File: src/rtl/alu_arbiter_if.sv
// Requester/response handshake bundle for alu_arbiter.
// The resp_err signal exists only when ALU_ARB_OPCHECK_EN is defined.
interface alu_arbiter_if #(
  parameter int unsigned DATA_W = 8,
  parameter int unsigned OP_W   = 4
);
  logic              req0_valid;
  logic              req0_ready;
  logic [DATA_W-1:0] req0_a;
  logic [DATA_W-1:0] req0_b;
  logic [OP_W-1:0]   req0_op;
  logic              req1_valid;
  logic              req1_ready;
  logic [DATA_W-1:0] req1_a;
  logic [DATA_W-1:0] req1_b;
  logic [OP_W-1:0]   req1_op;
  logic              resp0_valid;
  logic              resp0_ready;
  logic              resp1_valid;
  logic              resp1_ready;
  logic [DATA_W-1:0] resp_y;
  logic              resp_carry;
`ifdef ALU_ARB_OPCHECK_EN
  logic              resp_err;
`endif

  // Requesters side.
  modport master (
    output req0_valid, req0_a, req0_b, req0_op,
    output req1_valid, req1_a, req1_b, req1_op,
    output resp0_ready, resp1_ready,
    input  req0_ready, req1_ready, resp0_valid, resp1_valid,
    input  resp_y, resp_carry
`ifdef ALU_ARB_OPCHECK_EN
    , input resp_err
`endif
  );

  // Arbiter side.
  modport slave (
    input  req0_valid, req0_a, req0_b, req0_op,
    input  req1_valid, req1_a, req1_b, req1_op,
    input  resp0_ready, resp1_ready,
    output req0_ready, req1_ready, resp0_valid, resp1_valid,
    output resp_y, resp_carry
`ifdef ALU_ARB_OPCHECK_EN
    , output resp_err
`endif
  );
endinterface

File: src/rtl/alu_arbiter.sv
// Round-robin sharing of one combinational ALU between two valid/ready requesters.
// Optional opcode check (resp_err) is enabled by defining ALU_ARB_OPCHECK_EN.
module alu_arbiter #(
  parameter int unsigned DATA_W = 8,
  parameter int unsigned OP_W   = 4
) (
  input  logic              clk,
  input  logic              rst,
  alu_arbiter_if.slave      bus,
  output logic [DATA_W-1:0] alu_a,
  output logic [DATA_W-1:0] alu_b,
  output logic [OP_W-1:0]   alu_op,
  input  logic [DATA_W-1:0] alu_y,
  input  logic              alu_carry,
  output logic              busy
);

  typedef enum logic [1:0] {IDLE, EXEC, RESP} state_t;

  state_t state, state_nxt;
  logic   last_grant;
  logic   gid;
  logic   grant;
  logic   req_fire;
  logic   resp_fire;

  // State register.
  always_ff @(posedge clk) begin
    if (rst) state <= IDLE;
    else     state <= state_nxt;
  end

  // Next-state logic.
  always_comb begin
    state_nxt = state;
    case (state)
      IDLE:    if (req_fire)  state_nxt = EXEC;
      EXEC:                   state_nxt = RESP;
      RESP:    if (resp_fire) state_nxt = IDLE;
      default:                state_nxt = IDLE;
    endcase
  end

  // Grant, handshake and status outputs; nothing is offered while rst is high.
  always_comb begin
    grant           = 1'b0;
    bus.req0_ready  = 1'b0;
    bus.req1_ready  = 1'b0;
    bus.resp0_valid = 1'b0;
    bus.resp1_valid = 1'b0;
    req_fire        = 1'b0;
    resp_fire       = 1'b0;
    busy            = (state != IDLE);
    if (bus.req0_valid && bus.req1_valid) grant = ~last_grant;
    else if (bus.req1_valid)              grant = 1'b1;
    if (!rst && state == IDLE) begin
      bus.req0_ready = bus.req0_valid && (grant == 1'b0);
      bus.req1_ready = bus.req1_valid && (grant == 1'b1);
      req_fire       = bus.req0_ready || bus.req1_ready;
    end
    if (!rst && state == RESP) begin
      bus.resp0_valid = (gid == 1'b0);
      bus.resp1_valid = (gid == 1'b1);
      resp_fire       = gid ? bus.resp1_ready : bus.resp0_ready;
    end
  end

  // Operand capture, result buffer and round-robin history.
  always_ff @(posedge clk) begin
    if (rst) begin
      alu_a          <= '0;
      alu_b          <= '0;
      alu_op         <= '0;
      bus.resp_y     <= '0;
      bus.resp_carry <= 1'b0;
      gid            <= 1'b0;
      last_grant     <= 1'b1;
    end else begin
      if (req_fire) begin
        gid    <= grant;
        alu_a  <= grant ? bus.req1_a  : bus.req0_a;
        alu_b  <= grant ? bus.req1_b  : bus.req0_b;
        alu_op <= grant ? bus.req1_op : bus.req0_op;
      end
      if (state == EXEC) begin
        bus.resp_y     <= alu_y;
        bus.resp_carry <= alu_carry;
      end
      if (resp_fire) last_grant <= gid;
    end
  end

`ifdef ALU_ARB_OPCHECK_EN
  // Flags opcodes beyond the ALU's supported range alongside the result.
  always_ff @(posedge clk) begin
    if (rst)                 bus.resp_err <= 1'b0;
    else if (state == EXEC)  bus.resp_err <= (alu_op > OP_W'(4'b1001));
  end
`endif

endmodule

File: src/flat_wrapper.sv
// flat-port wrapper written by rule: the top's interface ports become plain ports
module alu_arbiter_flat 
#(
  parameter int unsigned DATA_W = 8,
  parameter int unsigned OP_W   = 4
)
  (clk, rst, alu_a, alu_b, alu_op, alu_y, alu_carry, busy, bus_req0_valid, bus_req0_a, bus_req0_b, bus_req0_op, bus_req1_valid, bus_req1_a, bus_req1_b, bus_req1_op, bus_resp0_ready, bus_resp1_ready, bus_req0_ready, bus_req1_ready, bus_resp0_valid, bus_resp1_valid, bus_resp_y, bus_resp_carry);
  alu_arbiter_if #(.DATA_W(DATA_W), .OP_W(OP_W)) bus_i ();
  input  logic clk;
  input  logic rst;
  output logic [DATA_W-1:0] alu_a;
  output logic [DATA_W-1:0] alu_b;
  output logic [OP_W-1:0] alu_op;
  input  logic [DATA_W-1:0] alu_y;
  input  logic alu_carry;
  output logic busy;
  input wire logic [$bits(bus_i.req0_valid)-1:0] bus_req0_valid;
  input wire logic [$bits(bus_i.req0_a)-1:0] bus_req0_a;
  input wire logic [$bits(bus_i.req0_b)-1:0] bus_req0_b;
  input wire logic [$bits(bus_i.req0_op)-1:0] bus_req0_op;
  input wire logic [$bits(bus_i.req1_valid)-1:0] bus_req1_valid;
  input wire logic [$bits(bus_i.req1_a)-1:0] bus_req1_a;
  input wire logic [$bits(bus_i.req1_b)-1:0] bus_req1_b;
  input wire logic [$bits(bus_i.req1_op)-1:0] bus_req1_op;
  input wire logic [$bits(bus_i.resp0_ready)-1:0] bus_resp0_ready;
  input wire logic [$bits(bus_i.resp1_ready)-1:0] bus_resp1_ready;
  output wire logic [$bits(bus_i.req0_ready)-1:0] bus_req0_ready;
  output wire logic [$bits(bus_i.req1_ready)-1:0] bus_req1_ready;
  output wire logic [$bits(bus_i.resp0_valid)-1:0] bus_resp0_valid;
  output wire logic [$bits(bus_i.resp1_valid)-1:0] bus_resp1_valid;
  output wire logic [$bits(bus_i.resp_y)-1:0] bus_resp_y;
  output wire logic [$bits(bus_i.resp_carry)-1:0] bus_resp_carry;
  assign bus_i.req0_valid = bus_req0_valid;
  assign bus_i.req0_a = bus_req0_a;
  assign bus_i.req0_b = bus_req0_b;
  assign bus_i.req0_op = bus_req0_op;
  assign bus_i.req1_valid = bus_req1_valid;
  assign bus_i.req1_a = bus_req1_a;
  assign bus_i.req1_b = bus_req1_b;
  assign bus_i.req1_op = bus_req1_op;
  assign bus_i.resp0_ready = bus_resp0_ready;
  assign bus_i.resp1_ready = bus_resp1_ready;
  assign bus_req0_ready = bus_i.req0_ready;
  assign bus_req1_ready = bus_i.req1_ready;
  assign bus_resp0_valid = bus_i.resp0_valid;
  assign bus_resp1_valid = bus_i.resp1_valid;
  assign bus_resp_y = bus_i.resp_y;
  assign bus_resp_carry = bus_i.resp_carry;
  alu_arbiter #(.DATA_W(DATA_W), .OP_W(OP_W)) u_core (.clk(clk), .rst(rst), .bus(bus_i), .alu_a(alu_a), .alu_b(alu_b), .alu_op(alu_op), .alu_y(alu_y), .alu_carry(alu_carry), .busy(busy));
endmodule
File: config.mk
export PLATFORM = sky130hd
export DESIGN_NAME = alu_arbiter_flat
export DESIGN_NICKNAME = d
export VERILOG_FILES = /design/src/rtl/alu_arbiter_if.sv /design/src/rtl/alu_arbiter.sv /design/src/flat_wrapper.sv
export SDC_FILE = /design/constraint.sdc
export NUM_CORES = 1
export LEC_CHECK = 0
export ABC_AREA = 1
export ABC_CLOCK_PERIOD_IN_PS = 1290
export BUFFER_PORTS_ARGS = -buffer_cell sky130_fd_sc_hd__buf_4
export CORE_MARGIN = 2
export CORE_UTILIZATION = 43
export DETAILED_ROUTE_END_ITERATION = 7
export PLACE_DENSITY = 0.82
export REMOVE_ABC_BUFFERS = 1
export SYNTH_ARGS = -nofsm -noshare
export SYNTH_HDL_FRONTEND = slang
export SYNTH_SLANG_ARGS = --single-unit
File: constraint.sdc
create_clock -name clk -period 1.29 [get_ports clk]
set_clock_uncertainty 0.1 [all_clocks]
set_input_delay 0.129 -clock clk [delete_from_list [all_inputs] [get_ports clk]]
set_output_delay 0.129 -clock clk [all_outputs]
set_load 0.02 [all_outputs]
==> summary.md <==
The finished cells cover 3060 um^2. Global routing used 27.1% of the available tracks across all layers. The most common flop cell mapped by yosys is dfxtp_1. The run gives 1.63 ns as the signal arrival time at the worst endpoint. Setup violations remaining at the end of the flow were counted as 28. Count of inserted antenna diode cells: 0. The path class of the tightest hold or removal check is primary input to flip-flop. The TritonCTS buffer count is 5, and the starting density of the core is 45.4%. STA classifies the critical path endpoint as a flip-flop. The area of the placeable core was 3390 um^2; the measured slew at the worst slew-check pin was 0.280 ns.

The number of hold violations in the final report came out at 0. The launching element type of the critical path is a flip-flop. The delay of the slowest cell on the worst path is 0.39 ns, and the layout cell share with drive strength beyond 1 is 39.5%.

After synthesis, the netlist uses 21 different library cells. The detail-routed net length per standard cell is 14.6 um, and the die area is 4070 um^2. The critical path data required time is 1.48 ns, and the netlist area before placement is 1540 um^2. In this design, the largest share of critical-path delay is due to simple AND/OR/NAND/NOR gates. Compared with the post-synthesis result, the final layout area differs by 98.9%. Yosys printed 0 warnings. A synthesized cell averages 6.69 um^2. 89 I/O pins were placed.

The first global-routing pass estimated 8.62 mm of wire. CTS placed an instance of clkbuf_4 at the clock tree root. The height of the die came out at 63.8 um.

The via count of the first global-routing pass was 1995; the number of synthesized flops with an enable pin was 0. The maximum clock frequency was 0.692 GHz. The residual overflow from global routing was 0; the largest fanout on the critical path was 5. The checks that failed: setup timing. The run gives 0 as the number of antenna violations at the first check in global routing. Across all layers, the routed design uses 2120 vias.

The signal on the critical path passes through nor2_4 -> nand2_4 -> buf_6 -> nor2_4 -> buf_12 -> buf_16 -> nand2_1 -> nand2_1. The run gives 435 as the final layout net count. Clock-pin slew was measured on the worst setup and hold paths at 0.10 ns.

The path type of the worst setup path was flip-flop to flip-flop. The number of slew-limit violations in the final report is 0. The placed instances occupy a cell area of 2260 um^2. The final core utilization was 90.3%; the final wirelength was 6.20 mm.

The post-synthesis instance total came out at 230. At the end of routability-driven placement, the weighted congestion stood at 0.805. The logs give 4 for the first-pass iteration count of the detailed router and 843 um^2 for the multi-input combinational cell area.

The most critical setup path has its startpoint at u_core.state[0]$_SDFFE_PP0P_. Reported max-cap violation count: 0. The post-layout minimum cycle time was 1.44 ns; the count of clock tree sinks was 33. Input and output buffers added on the ports amount to 88. Sequential cells were found to cover 42.9% of the synthesized design area. In this run the remaining antenna-violating nets after routing total 0.

Setup repair after global routing could not meet its margin everywhere. The final period utilization came out at 112%. The startpoint identified for the worst hold timing path is bus_req1_a[2]. The slowest stage of the critical path belongs to the cell dfxtp_4.

IR analysis of the VDD net gives a maximum drop of 0.616 mV. The DRC violation count after routing is 0, and the setup slack of the critical path after layout is -0.154 ns. For this design the ratio of total power to cell area is 980 nW/um^2. Entering global routing, the biggest net connects 21 pins. The worst-case headroom to the max-slew limit is 81.2%, and the die width is 63.8 um.

The iteration-0 DRC count of the detailed router is 102. The fill cell instance count of the final layout was 154; the share of flip-flops with an asynchronous set or reset after synthesis was 0%. TritonCTS built the clock tree. The H-tree was split into 2 levels.

The tools report the launch instance of the worst register-to-register path as u_core.state[0]$_SDFFE_PP0P_. Counting both buffers and inverters, the worst setup path holds a total of 3. The reported leakage power was 0.00161 uW; the number of buffers on the longest clock path was 2. In this run, synthesis produced a sequential element count of 33. The run finished, with violations left. The clock reaches the later pin of the worst-skew pair after 0.34 ns.

In this run the core area contains 21 standard-cell rows. Detailed placement finished with a half-perimeter wire length of 2.89 mm. The number of vias per cell after detailed routing is 4.98. In the final layout, flip-flops and latches occupy 673 um^2.
-- cell families (layout without fill, tap and decap cells) --
group           Yosys count  count (layout)  share of synthesized area (%)
flops                    33              33                           42.9
buf+inv                  26             176                           8.86
compound gates           13              13                           4.55
simple gates            158             158                           43.7
-- flip-flops by register name, indices dropped and copies added, names as in the netlist --
signal and cells:
u_core.alu_op 4, u_core.state 2, u_core.last_grant 1, u_core.bus.resp_carry 1, u_core.bus.resp_y 8, u_core.alu_b 8, u_core.alu_a 8, u_core.gid 1
-- routing by layer --
metal	GRT usage, %	routed length [um]
met1	28.4	2240
met5	0	0
met3	8.27	453
met2	50.7	3350
met4	8.70	163
-- area by class of cell --
type | count | share of cell area (%)
multi-input cells | 171 | 27.5
well taps | 46 | 1.88
clock buffers | 7 | 1.80
flip-flops and latches | 33 | 22.0
inverters | 14 | 1.92
repair buffers | 155 | 44.9
-- through the flow --
step / hold slack, ns / std cells / setup slack (ns) / setup TNS, ns / total power (uW)
floorplan: 0.125 / 218 / 0.0149 / 0 / 1660
global placement: 0.248 / 359 / 0.0822 / 0 / 2090
detailed placement: 0.245 / 359 / 0.0104 / 0 / 2100
CTS: -0.0981 / 419 / -0.139 / -2.25 / 2850
global route: 0.0182 / 426 / -0.211 / -4.83 / 3140
finish: 0.0195 / 426 / -0.154 / -2.97 / 3000
-- synth_stat cells, types with 2 or more instances --
master / n / area [um^2]
nand2_2: 2 / 12.5
clkbuf_1: 3 / 11.3
nand2_4: 2 / 22.5
buf_4: 6 / 45.0
inv_2: 2 / 7.51
nor2_4: 2 / 22.5
nand3_1: 29 / 145
inv_1: 11 / 41.3
nor2_1: 22 / 82.6
buf_6: 2 / 22.5
o21ai_0: 10 / 50.1
dfxtp_1: 33 / 661
nand2_1: 98 / 368
-- report_power, final --
| part | internal [uW] | switching, uW |
|---|---|---|
| Clock | 257 | 338 |
| Sequential | 1140 | 82.5 |
| Combinational | 592 | 586 |
-- tightest hold or removal path, delay by kind of cell --
| kind | cells | cell delay [ns] |
|---|---|---|
| buffers and inverters | 2 | 0.12 |
| and+or+nand+nor | 3 | 0.18 |
-- layout by cell type, fill, tap and decap left out, drive strengths merged --
master       synthesis  final
nand3b               1      1
o21bai               1      1
nor3                 1      1
nand3               29     29
dfxtp               33     33
clkinvlp             0      1
dlygate4sd3          0     43
nor2                25     25
a31oi                1      1
buf                  9    111
clkbuf               3      8
o21ai               10     10
nand2              102    102
o22ai                1      1
inv                 13     13
-- path summary, 6_finish.rpt --
check	to	slack [ns]	depth (start not counted)
hold reg to reg	u_core.alu_a[4]$_SDFFE_PP0P_	0.38	2
setup reg to reg	u_core.alu_op[0]$_SDFFE_PP0P_	-0.15	8
hold / removal	u_core.alu_a[2]$_SDFFE_PP0P_	0.02	5
setup / recovery	u_core.alu_op[0]$_SDFFE_PP0P_	-0.15	8
-- timing repair --
| item | 4_1_cts | 5_1_grt |
|---|---|---|
| pin swaps | 2 | 15 |
| buffers inserted | 11 | 4 |
| endpoints found under the setup margin | 10 | 28 |
| hold buffers | 41 | 2 |
| cloned | 1 | 1 |
| gates resized for setup | 11 | 32 |
| hold endpoints to repair | 31 | 2 |
Note: power is estimated with default switching activity, not from simulation.
